==> src/rtl/crc_engine.sv <==
// rtl/crc_engine.sv - parametrised bit-serial CRC generator/checker with start/done handshake
module crc_engine #(
    parameter int               DATA_W = 32,
    parameter int               CRC_W  = 16,
    parameter logic [CRC_W-1:0] POLY   = 16'h1021,
    parameter logic [CRC_W-1:0] INIT   = 16'hFFFF,
    parameter bit               REFIN  = 1'b0,
    parameter bit               REFOUT = 1'b0,
    parameter logic [CRC_W-1:0] XOROUT = 16'h0000
) (
    input  logic              clk,
    input  logic              rst_n,
    input  logic              start_i,
    input  logic              first_i,
    input  logic [DATA_W-1:0] data_in_i,
    input  logic [CRC_W-1:0]  ref_crc_i,
    output logic              ready_o,
    output logic              busy_o,
    output logic              done_o,
    output logic [CRC_W-1:0]  crc_out_o,
    output logic              match_o
);

    localparam int CNT_W = $clog2(DATA_W + 1);

    typedef enum logic [1:0] {
        S_IDLE,
        S_SHIFT,
        S_FINISH
    } state_e;

    state_e             state_q, state_d;
    logic [DATA_W-1:0]  data_q, data_d;
    logic [CRC_W-1:0]   raw_q, raw_d;
    logic [CRC_W-1:0]   ref_q, ref_d;
    logic [CNT_W-1:0]   cnt_q, cnt_d;
    logic [CRC_W-1:0]   crc_out_q, crc_out_d;
    logic               match_q, match_d;

    logic               bit_in;
    logic               fb;
    logic [CRC_W-1:0]   raw_shifted;
    logic [CRC_W-1:0]   raw_final;

    function automatic logic [CRC_W-1:0] reverse_crc(input logic [CRC_W-1:0] v);
        logic [CRC_W-1:0] r;
        r = '0;
        for (int i = 0; i < CRC_W; i++) begin
            r[i] = v[CRC_W-1-i];
        end
        return r;
    endfunction

    // Datapath helpers: next message bit, one LFSR step, and the finalised result
    always_comb begin
        bit_in      = REFIN ? data_q[0] : data_q[DATA_W-1];
        fb          = raw_q[CRC_W-1] ^ bit_in;
        raw_shifted = {raw_q[CRC_W-2:0], 1'b0} ^ (fb ? POLY : '0);
        raw_final   = (REFOUT ? reverse_crc(raw_q) : raw_q) ^ XOROUT;
    end

    // Next-state logic; the raw register is never finalised so it can chain words
    always_comb begin
        state_d   = state_q;
        data_d    = data_q;
        raw_d     = raw_q;
        ref_d     = ref_q;
        cnt_d     = cnt_q;
        crc_out_d = crc_out_q;
        match_d   = match_q;
        case (state_q)
            S_IDLE: begin
                if (start_i) begin
                    data_d  = data_in_i;
                    ref_d   = ref_crc_i;
                    cnt_d   = '0;
                    state_d = S_SHIFT;
                    if (first_i) begin
                        raw_d = INIT;
                    end
                end
            end
            S_SHIFT: begin
                if (cnt_q == CNT_W'(DATA_W)) begin
                    // All bits consumed: publish result so it is valid while done is high
                    crc_out_d = raw_final;
                    match_d   = (raw_final == ref_q);
                    state_d   = S_FINISH;
                end else begin
                    raw_d  = raw_shifted;
                    data_d = REFIN ? (data_q >> 1) : (data_q << 1);
                    cnt_d  = cnt_q + CNT_W'(1);
                end
            end
            S_FINISH: begin
                state_d = S_IDLE;
            end
            default: begin
                state_d = S_IDLE;
            end
        endcase
    end

    // State and datapath registers
    always_ff @(posedge clk or negedge rst_n) begin
        if (!rst_n) begin
            state_q   <= S_IDLE;
            data_q    <= '0;
            raw_q     <= INIT;
            ref_q     <= '0;
            cnt_q     <= '0;
            crc_out_q <= '0;
            match_q   <= 1'b0;
        end else begin
            state_q   <= state_d;
            data_q    <= data_d;
            raw_q     <= raw_d;
            ref_q     <= ref_d;
            cnt_q     <= cnt_d;
            crc_out_q <= crc_out_d;
            match_q   <= match_d;
        end
    end

    assign ready_o   = (state_q == S_IDLE);
    assign busy_o    = (state_q != S_IDLE);
    assign done_o    = (state_q == S_FINISH);
    assign crc_out_o = crc_out_q;
    assign match_o   = match_q;

endmodule
==> config.mk <==
export PLATFORM = sky130hd
export DESIGN_NAME = crc_engine
export DESIGN_NICKNAME = d
export VERILOG_FILES = /design/src/rtl/crc_engine.sv
export SDC_FILE = /design/constraint.sdc
export NUM_CORES = 1
export LEC_CHECK = 0
export BUFFER_PORTS_ARGS = -buffer_cell sky130_fd_sc_hd__buf_2
export CAP_MARGIN = 20
export CORE_MARGIN = 8
export CORE_UTILIZATION = 50
export DETAILED_ROUTE_END_ITERATION = 12
export GPL_TIMING_DRIVEN = 0
export MAX_ROUTING_LAYER = met4
export PLACE_DENSITY = 0.75
export REMOVE_ABC_BUFFERS = 1
export SYNTH_ARGS = -nofsm -noshare
export SYNTH_HDL_FRONTEND = slang
export SYNTH_SLANG_ARGS = --single-unit
==> constraint.sdc <==
create_clock -name clk -period 1.79 [get_ports clk]
set_clock_uncertainty 0.15 [all_clocks]
set_input_delay 0.0895 -clock clk [delete_from_list [all_inputs] [get_ports clk]]
set_output_delay 0.0895 -clock clk [all_outputs]
set_load 0.005 [all_outputs]
## After elaboration in Yosys (flattened, before gate mapping)

Cells that the tools add are included.

| operators by class | value |
|---|---|
| $add $sub $neg | 1 |
| eq/ne operators | 8 |
| mux-type cells | 14 |
| bitwise logic cells | 2 |
| reduce and logical (&&, ||, !) cells | 8 |

Operator list:

| cell | number |
|---|---|
| two-way mux 32 bit | 2 |
| one-hot mux 32 bit (2 select lines) | 1 |
| two-way mux 16 bit | 3 |
| one-hot mux 16 bit (2 select lines) | 1 |
| equality test 16 bit | 1 |
| bitwise XOR 16 x 13 -> 16 bit | 1 |
| two-way mux 13 bit | 1 |
| two-way mux 6 bit | 2 |
| one-hot mux 6 bit (2 select lines) | 1 |
| != test 2 bit, second input constant | 4 |
| adder 6 x 1 -> 6 bit, second input constant | 1 |
| equality test 6 bit, second input constant | 1 |
| AND reduction 2 bit | 3 |
| two-way mux 2 bit | 2 |
| one-hot mux 2 bit (2 select lines) | 1 |
| AND reduction 4 bit | 1 |
| nonzero test 2 bit | 2 |
| AND reduction 3 bit | 1 |
| equality test 2 x 1 -> 1 bit, second input constant | 1 |
| equality test 2 bit, second input constant | 1 |
| logical NOT 2 bit | 1 |
| bitwise XOR 1 bit | 1 |

| word-level totals | value |
|---|---|
| bits in registers | 89 |
| input bits | 52 |
| output and inout port bits | 20 |
| word-level logic and storage cells | 40 |

## Longest topological paths before layout

Gate-level depths: netlist of the first run.

| logic depth | value |
|---|---|
| depth after elaboration | 5 |
| gate-level depth with buffers | 7 |

## Worst setup path before layout of the first run

Ideal clock, no wire load.

| path | value |
|---|---|
| kind | register to register |
| start | register cnt_q[0] |
| end | register crc_out_q[10] (netlist: crc_out_o[10]) |
| arrival | 1675 ps |
| data required time | 1515 ps |
| slack | -160 ps |
| stages on the path, launching flop included | 8 |
| clock period less this slack | 1950 ps |
| cells stage by stage | dfrtp_1 inv_1 ha_1 nand4bb_4 or2_4 nor2_8 buf_6 mux2_2 |

| on the way | value |
|---|---|
| word-level cells in the longest chain between the ends | 2 |

RTL lines:

| element | line | source |
|---|---|---|
| start: declaration | 36 | `logic [CNT_W-1:0] cnt_q, cnt_d;` |
| start signal: assignment | 119 | `cnt_q <= cnt_d;` |
| equality test 6 bit | 84 | `if (cnt_q == CNT_W'(DATA_W)) begin` |
| AND reduction 2 bit (no source line) | - |  |
| end signal: assignment | 120 | `crc_out_q <= crc_out_d;` |
| end: declaration | 37 | `logic [CRC_W-1:0] crc_out_q, crc_out_d;` |

No other way between the ends.
A chain may end at the register's enable or synchronous reset.

## Worst setup path in the final report of the first run

| path | value |
|---|---|
| start | register state_q[1] |
| end | register crc_out_q[0] (netlist: crc_out_o[0]) |

| on the way | value |
|---|---|
| word-level cells in the longest chain between the ends | 2 |

RTL lines:

| element | line | source |
|---|---|---|
| start: declaration | 32 | `state_e state_q, state_d;` |
| start signal: assignment | 115 | `state_q <= state_d;` |
| equality test 2 x 1 -> 1 bit | 71 | `case (state_q)` |
| AND reduction 2 bit (no source line) | - |  |

No other way between the ends.

==> impl_metrics.toml, run 1 <==
[yosys]
yosys-top-cells-area = "dfrtp_1 (44%), mux2_2 (13%), nand2_1 (13%)"
synth_compound_area_frac = 0.0158
syn-cell-area_mm2 = 0.00419
synth-edff-count = 0
syn_inst = 409
yosys.area.top_type_share = 0.436
synthArstFlopShare = 1.00
synth.most_common_cell = "nand2_1"
synth_xor_area_frac = 0.0439
synthMuxAreaShare = 0.168
syn_area_per_cell_um2 = 10.2
yosys.area_share.simple = 0.191
yosys.area.top_type = "dfrtp_1"
yosysUniqueCellTypes = 31
synth_common_cells = "nand2_1 (149), dfrtp_1 (73), mux2_2 (50), xnor2_1 (19)"
yosys_warnings = 0
synth_seq_cells = 89
ys.flop_type = "dfrtp_1"
yosysSeqAreaShare = 0.536
synth_top_family_by_area = "simple AND/OR/NAND/NOR gates"
synthAdderAreaFrac = 0.00597

[placement]
port_buffers = 71
placed_cell_area_mm2 = 0.00464
place_hpwl_um = 5920
post-place-ws_ns = -1.06
gp_congestion = 0.738

[timing]
worst_pin_slew_ns = 0.813
finalSetupViolCount = 64
max_slew_margin = 0.456
fin_crit_sh = 1.09
hold_ws_ns = 0.0407
worst_slack_ns = -0.153
slew_violations = 0
fmaxAchievable_mhz = 515
hold_violations = 0
final.min_clock_period_ns = 1.94
rsz0062_at_grt = "yes"

[final_layout]
syn_to_final_growth_pct = 38.7
fin_area_mm2 = 0.00581
drive_gt1_frac = 0.345
multiInputGateArea_mm2 = 0.00197
nets = 602
fin_util = 0.711
fillers = 589
layout.area.seq_mm2 = 0.00225

[floorplan]
rows = 33
die_area_mm2 = 0.0116
die_height_um = 108
core_area_mm2 = 0.00818
start_util = 0.513
die_w_um = 108
ioPinCount = 72

[grt]
use_met1 = 0.212
grt.met2_usage = 0.344
grt_overflow = 0
grt_max_degree = 51
grt_usage = 0.196
grt.met3_usage = 0.0491
grt.busiest_layer = "met2"
antenna_found_initial = 1
grt_pass1_vias = 3700
grt_pass1_wl_um = 17500

[drt]
drt_wl_total_um = 10600
drcViolationCount = 0
vias = 3301
wl_per_cell_um = 16.2
drt_first_pass_iters = 6
routed_via_density = 5.01
ant_nets = 0
drtIter0Drc = 90

[worst_setup_path]
crit_path_end_kind = "flip-flop"
critPathLaunchType = "flip-flop"
worstSetupPathType = "reg2reg"
r2r_end = "crc_out_o[0]"
rrSetupSlack_ns = -0.15
crit_fanout = 29
rr_worst_depth = 5
cp.arrival_ns = 2.04
rr_startpoint = "state_q[1]"
worstPathRequired_ns = 1.88

[power]
switching_power_mw = 3.66
p_clk_frac = 0.156
p_int_mw = 6.57
p_sw_frac = 0.358
pwr-share-seq = 0.361
power_mw = 10.2
vdd_ir_drop_max_mv = 1.23
power.leakage_nw = 2.85
pwr-share-comb = 0.483
power_density_mw_per_mm2 = 1760

[cts]
cts_made_buffers = 9
clkTransAtPathRegs_ns = 0.08
worstSkewPairLatency_ns = 0.36
cts_tree = "built"
cts_buffer_depth = 2
h-tree-depth = 3
cts_root_buf = "clkbuf_8"
cts.sinks = 89

[min_path]
whs_path_depth = 4
hp-class = "in2reg"
hold_start = "first_i"
hold_path_end = "raw_final[5]"

[outcome]
violations = "setup timing"
status = "finished with violations"

[run]
maxCapViolCount = 0
-- state kept, by name, summed over array words and instances (netlist names) --
name / count
crc_out_o: 16
raw_final: 16
data_q: 32
match_o: 1
ref_q: 16
state_q: 2
cnt_q: 6
-- layout by cell type (no fill, tap or decap), types with 2 or more instances in the layout --
cell           netlist  layout
buf_12               0       6
buf_2                9      70
buf_4                0       9
buf_6                2       8
bufinv_16            0       3
clkbuf_1             8       4
clkbuf_8             0       9
dfrtp_1             73      73
dfstp_2             16      16
dlygate4sd3_1        0      49
inv_1               16      16
mux2_2              50      38
mux2_4               0      12
mux2i_1             13      11
nand2_1            149     148
nand2_8              0       5
nand3_1             11      11
nand4_1              5       5
nor2_1              15      14
o21ai_0              3       2
xnor2_1             19      19
xor2_1               2       2
-- per-stage QoR --
step,cells,TNS (ns)
floorplan,389,-64.98
global placement,565,-150.12
detailed placement,567,-48.23
CTS,652,-4.70
global route,659,-10.88
finish,659,-6.21
-- worst max-delay path: stages, from the launching register on --
cell	delay, ns
dfrtp_1	0.49
nand2b_4	0.31
buf_12	0.23
nor2_8	0.15
buf_12	0.15
mux2_2	0.34
-- per-layer routing --
layer | up-vias | part of all wire | routed length (um)
li1 | 1599 | - | -
met1 | 1608 | 0.41 | 4370
met2 | 85 | 0.53 | 5650
met3 | 9 | 0.049 | 520
met4 | 0 | 0.010 | 106
met5 | - | 0 | 0
-- repair_timing --
item / CTS / global route
gates resized for setup: 24 / 17
hold buffers: 49 / 0
pin swaps: 3 / 4
buffers inserted: 17 / 5
hold endpoints to repair: 102 / 0
gates cloned: 4 / 1
setup endpoints to repair: 88 / 66
-- worst max path at each step --
stage | startpoint | end
2_1_floorplan | state_q[1] | data_q[10]
3_3_place_gp | state_q[1] | data_q[21]
3_5_place_dp | state_q[1] | data_q[1]
4_1_cts | cnt_q[0] | crc_out_o[0]
5_1_grt | cnt_q[1] | raw_final[12]
6_report | state_q[1] | crc_out_o[0]
-- power by group through the flow --
stage          clock network, mW  registers, mW  logic [mW]
3_3_place_gp                   0           3.64        3.49
6_report                    1.60           3.69        4.94
4_1_cts                     1.62           3.66        4.60
3_5_place_dp                   0           3.69        3.69
2_1_floorplan                  0           3.53        2.79
5_1_grt                     1.70           3.81        5.44
-- kinds of logic (layout without fill, tap and decap cells) --
logic type	after synthesis	after routing
other	0	1
adder cells (fa/ha/maj)	2	2
flip-flops	89	89
AND/OR/NAND/NOR	190	194
buffers and inverters	36	176
AO/OA/AOI/OAI	7	7
XOR/XNOR	21	21
multiplexers	64	64
-- final cells by class --
type,instances,share of cell area
antenna,1,0.000431
clock buffer,13,0.0239
clock inverter,3,0.0155
inverter,16,0.0103
multi-input combinational,288,0.339
sequential,89,0.387
tap,105,0.0226
timing repair buffer,144,0.202
Note: power is estimated with default switching activity, not from simulation.
==> inputs of run 2 (changes only) <==
Settings changed: RECOVER_POWER from default to 100, SLEW_MARGIN from default to 20.
==> run 2 against run 1 <==
Against the previous run:
- the run still ends with setup timing left
- setup slack gained 0.039 ns
- via count grew 3.2%
- routed wire length increased by 1.3%
- critical path type unchanged
- register-to-register slack gained 0.04 ns
- first-iteration DRC count is 46% higher
- clock power is 21% lower
- utilization down 0.34 points
- critical path depth is 2 higher
- combinational power grew 0.8%
- final area fell by 0.47%
- fmax grew 2.0%
==> impl_metrics.toml, run 2 (synthesis results as in run 1) <==
[timing]
worst_pin_slew_ns = 0.980
fin_crit_sh = 1.06
worst_slack_ns = -0.115
hold_violations = 0
fmaxAchievable_mhz = 525
finalSetupViolCount = 64
hold_ws_ns = 0.0634
slew_violations = 0
max_slew_margin = 0.346
final.min_clock_period_ns = 1.90
rsz0062_at_grt = "yes"

[cts]
clkTransAtPathRegs_ns = 0.09
cts_buffer_depth = 2
cts_made_buffers = 9
cts.sinks = 89
worstSkewPairLatency_ns = 0.36
cts_root_buf = "clkbuf_8"
cts_tree = "built"
h-tree-depth = 3

[min_path]
whs_path_depth = 4
hp-class = "in2reg"

[drt]
drtIter0Drc = 131
vias = 3406
drt_wl_total_um = 10800
ant_nets = 0
routed_via_density = 5.15
wl_per_cell_um = 16.3
drt_first_pass_iters = 4
drcViolationCount = 0

[power]
vdd_ir_drop_max_mv = 1.15
power.leakage_nw = 2.82
power_density_mw_per_mm2 = 1720
power_mw = 9.96

[grt]
grt_pass1_wl_um = 17400
grt_pass1_vias = 3708
grt_max_degree = 51
grt_overflow = 0
grt_usage = 0.191
antenna_found_initial = 1

[floorplan]
rows = 33
ioPinCount = 72
die_height_um = 108
core_area_mm2 = 0.00818
die_area_mm2 = 0.0116
start_util = 0.513
die_w_um = 108

[worst_setup_path]
worstPathRequired_ns = 1.89
worstSetupPathType = "reg2reg"
critPathLaunchType = "flip-flop"
cp.arrival_ns = 2.00
rrSetupSlack_ns = -0.11
crit_path_end_kind = "flip-flop"
rr_worst_depth = 7
crit_fanout = 6

[placement]
gp_congestion = 0.738
place_hpwl_um = 6000
place_inst = 568
placed_cell_area_mm2 = 0.00466
port_buffers = 71

[final_layout]
mostFrequentLayoutCell = "nand2_1"
layout.cells.non_filler = 662
fin_util = 0.707
nets = 605
final_cell_mix = "nand2_1 (148), dfrtp_1 (72), buf_2 (55)"
largest_register_ffs = 32
fin_area_mm2 = 0.00578
fillers = 607
syn_to_final_growth_pct = 38.0
drive_gt1_frac = 0.331
top_register = "data_q"

[run]
maxCapViolCount = 0

[outcome]
status = "finished with violations"
violations = "setup timing"
[run 2: stage by stage]
| stage | setup slack [ns] | setup TNS (ns) |
|---|---|---|
| after floorplan | -1.26 | -64.98 |
| after global routing | -0.163 | -9.16 |
| after detailed placement | -1.03 | -47.77 |
| after CTS | -0.149 | -6.12 |
| after global placement | -2.29 | -150.12 |
| final | -0.115 | -5.73 |
[run 2: worst max-delay path: stages (launching register included)]
cell and delay, ns:
dfrtp_1 0.42, inv_2 0.08, ha_4 0.13, nand4bb_4 0.14, or2_4 0.28, nor2_8 0.13, buf_8 0.15, mux2_4 0.31
[run 2: cell type report]
cell class / count / area, um^2 / share of cell area
multi-input combinational: 288 / 1990 / 0.345
clock inverter: 6 / 43.8 / 0.00757
inverter: 16 / 60.1 / 0.0104
tap: 105 / 131 / 0.0227
sequential: 89 / 2250 / 0.389
timing repair buffer: 147 / 1170 / 0.202
clock buffer: 10 / 138 / 0.0238
antenna: 1 / 2.50 / 0.000433
[run 2: what timing repair did]
item / 4_1_cts / 5_1_grt
pin swaps: 5 / 4
hold endpoints to repair: 134 / 0
cloned: 1 / 4
setup buffers: 16 / 6
setup endpoints to repair: 88 / 66
gates resized for setup: 32 / 23
hold buffers: 50 / 0
[run 2: worst paths after layout]
kind / from / end
max reg2reg: cnt_q[0] / crc_out_o[3]
min: start_i / ref_q[13]
max: cnt_q[0] / crc_out_o[3]
max in group asynchronous: rst_n / state_q[0]
min reg2reg: raw_final[1] / raw_final[1]
min in group asynchronous: rst_n / ref_q[2]
[run 2: power by group]
part	switching [mW]	total (mW)	internal [mW]
registers	0.694	3.72	3.02
logic	2.32	4.98	2.66
clock network	0.722	1.26	0.541
[run 2: routing by layer]
metal | share of wire | track usage
met1 | 0.41 | 0.213
met2 | 0.53 | 0.332
met3 | 0.060 | 0.0539
met4 | 0.0038 | 0.0446
met5 | 0 | -
==> inputs of run 3 (changes only) <==
Settings changed: CAP_MARGIN 20 to 10, CORE_UTILIZATION 50 to 56, PLACE_DENSITY 0.75 to 0.8.
Clock period 1.79 ns to 1.8 ns, I/O delays scaled along.
==> run 3 against run 2 <==
Against the previous run:
- the run still ends with setup timing left
- fmax decreased by 6.1%
- final area rose by 0.84%
- die area is 9.2% lower
- sequential cell count stayed put
- combinational power is 4% higher
- register-to-register slack got worse by 0.11 ns
- clock-buffer cell count decreased by 1
- routed wire length grew 6.2%
- power is 3.1% higher
- utilization rose by 9.7 points
- critical path depth is the same
- sequential share of layout area down 0.33 points
==> impl_metrics.toml, run 3 (synthesis results as in run 1) <==
[timing]
finalSetupViolCount = 65
hold_violations = 0
rsz0062_at_grt = "yes"
fmaxAchievable_mhz = 493
hold_ws_ns = 0.102
final.min_clock_period_ns = 2.03
worst_slack_ns = -0.228
finalSetupTns_ns = -9.98
slew_violations = 0
worst_pin_slew_ns = 0.823
max_slew_margin = 0.452
fin_crit_sh = 1.13

[floorplan]
start_util = 0.578
die_area_mm2 = 0.0105
ioPinCount = 72
die_w_um = 103
core_area_mm2 = 0.00725
rows = 31
die_height_um = 103

[placement]
place_hpwl_um = 6100
post-place-ws_ns = -0.939
gp_congestion = 0.735
port_buffers = 71
placed_cell_area_mm2 = 0.00466

[final_layout]
largest_register_ffs = 32
drive_gt1_frac = 0.342
syn_to_final_growth_pct = 39.2
top_register = "data_q"
fin_area_mm2 = 0.00583
diodes = 0
nets = 605
mostFrequentLayoutCell = "nand2_1"
final_cell_mix = "nand2_1 (148), dfrtp_1 (72), buf_2 (59)"

[worst_setup_path]
rr_startpoint = "cnt_q[1]"
worstPathRequired_ns = 1.90
cp_slowest_cell = "dfrtp_1"
rr_worst_depth = 7
path_buf_inv = 2
crit_chain = "inv_2 -> ha_4 -> nand4bb_4 -> or2_4 -> nor2_8 -> buf_12 -> mux2_4"
r2r_end = "crc_out_o[13]"
slowest_delay_ns = 0.41
worstSetupPathType = "reg2reg"
cp.arrival_ns = 2.13
critPathLaunchType = "flip-flop"
crit_path_end_kind = "flip-flop"
crit_fanout = 7
rrSetupSlack_ns = -0.23
crit_family = "simple AND/OR/NAND/NOR gates"

[grt]
antenna_found_initial = 0
grt_pass1_wl_um = 18100
grt_max_degree = 57
grt_overflow = 0
grt_pass1_vias = 3703
grt_usage = 0.232

[drt]
routed_via_density = 5.11
vias = 3346
ant_nets = 0
drtIter0Drc = 192
drcViolationCount = 0
drt_wl_total_um = 11500
wl_per_cell_um = 17.5
drt_first_pass_iters = 4

[cts]
cts_root_buf = "clkbuf_8"
h-tree-depth = 3
cts.sinks = 89
cts_tree = "built"
clkTransAtPathRegs_ns = 0.09
cts_made_buffers = 9
cts_buffer_depth = 2
worstSkewPairLatency_ns = 0.37

[min_path]
whs_path_depth = 4
hp-class = "in2reg"
hold_path_end = "ref_q[5]"
hold_start = "start_i"

[power]
power_mw = 10.3
power_density_mw_per_mm2 = 1760
vdd_ir_drop_max_mv = 0.929
power.leakage_nw = 2.85

[outcome]
violations = "setup timing"
status = "finished with violations"

[run]
maxCapViolCount = 0
[run 3: cell types whose count changed in the layout (fill, tap and decap cells not counted), moves of 2 or more]
cell,delta
clkbuf_1,-4
buf_8,-3
buf_2,+4
buf_6,-4
buf_12,+5
nand2_8,-2
nand3_1,-2
nand3_2,+2
buf_4,+2
clkbuf_2,-2
[run 3: how the worst max path moves through the flow]
stage                           from             to  cells after the start
after floorplan           state_q[1]     data_q[10]                      4
after global placement    state_q[1]     data_q[21]                      4
after detailed placement  state_q[0]     data_q[13]                      4
after CTS                   cnt_q[0]   crc_out_o[3]                      7
after global routing        cnt_q[1]  crc_out_o[13]                      7
final                       cnt_q[1]  crc_out_o[13]                      7
[run 3: layer usage]
metal | up-vias | global-route usage | routed length, um | part of all wire
li1 | 1597 | - | - | -
met1 | 1647 | 0.252 | 4500 | 0.39
met2 | 83 | 0.403 | 6080 | 0.53
met3 | 19 | 0.0506 | 616 | 0.054
met4 | 0 | 0.0948 | 256 | 0.022
met5 | - | - | 0 | 0
[run 3: cell type report]
cell class | count | area [um^2]
Sequential cell | 89 | 2250
Multi-Input combinational cell | 287 | 1970
Fill cell | 445 | 1420
Timing Repair Buffer | 148 | 1220
Clock buffer | 9 | 124
Tap cell | 99 | 124
Clock inverter | 7 | 78.8
Inverter | 16 | 60.1
[run 3: power by group]
group          leakage [nW]  switching, mW  internal, mW
combinational          1.71           2.42          2.74
sequential             1.05          0.690          3.00
clock                0.0921          0.758         0.650
[run 3: metrics by stage]
step	util	instances
2_1_floorplan	-	389
3_3_place_gp	0.630	559
3_5_place_dp	0.643	562
4_1_cts	0.791	651
5_1_grt	0.804	655
6_report	0.804	655
[run 3: worst register-to-register path, cell delays in order, from the launching register on]
cell       delay [ns]
dfrtp_1          0.41
inv_2            0.09
ha_4             0.17
nand4bb_4        0.15
or2_4            0.32
nor2_8           0.16
buf_12           0.16
mux2_4           0.31
[run 3: timing repair]
action,4_1_cts,5_1_grt
buffers inserted,20,4
endpoints found under the setup margin,76,68
pin swaps,4,4
hold endpoints to repair,136,0
hold buffers,50,0
gates cloned,3,1
resized for setup,23,23
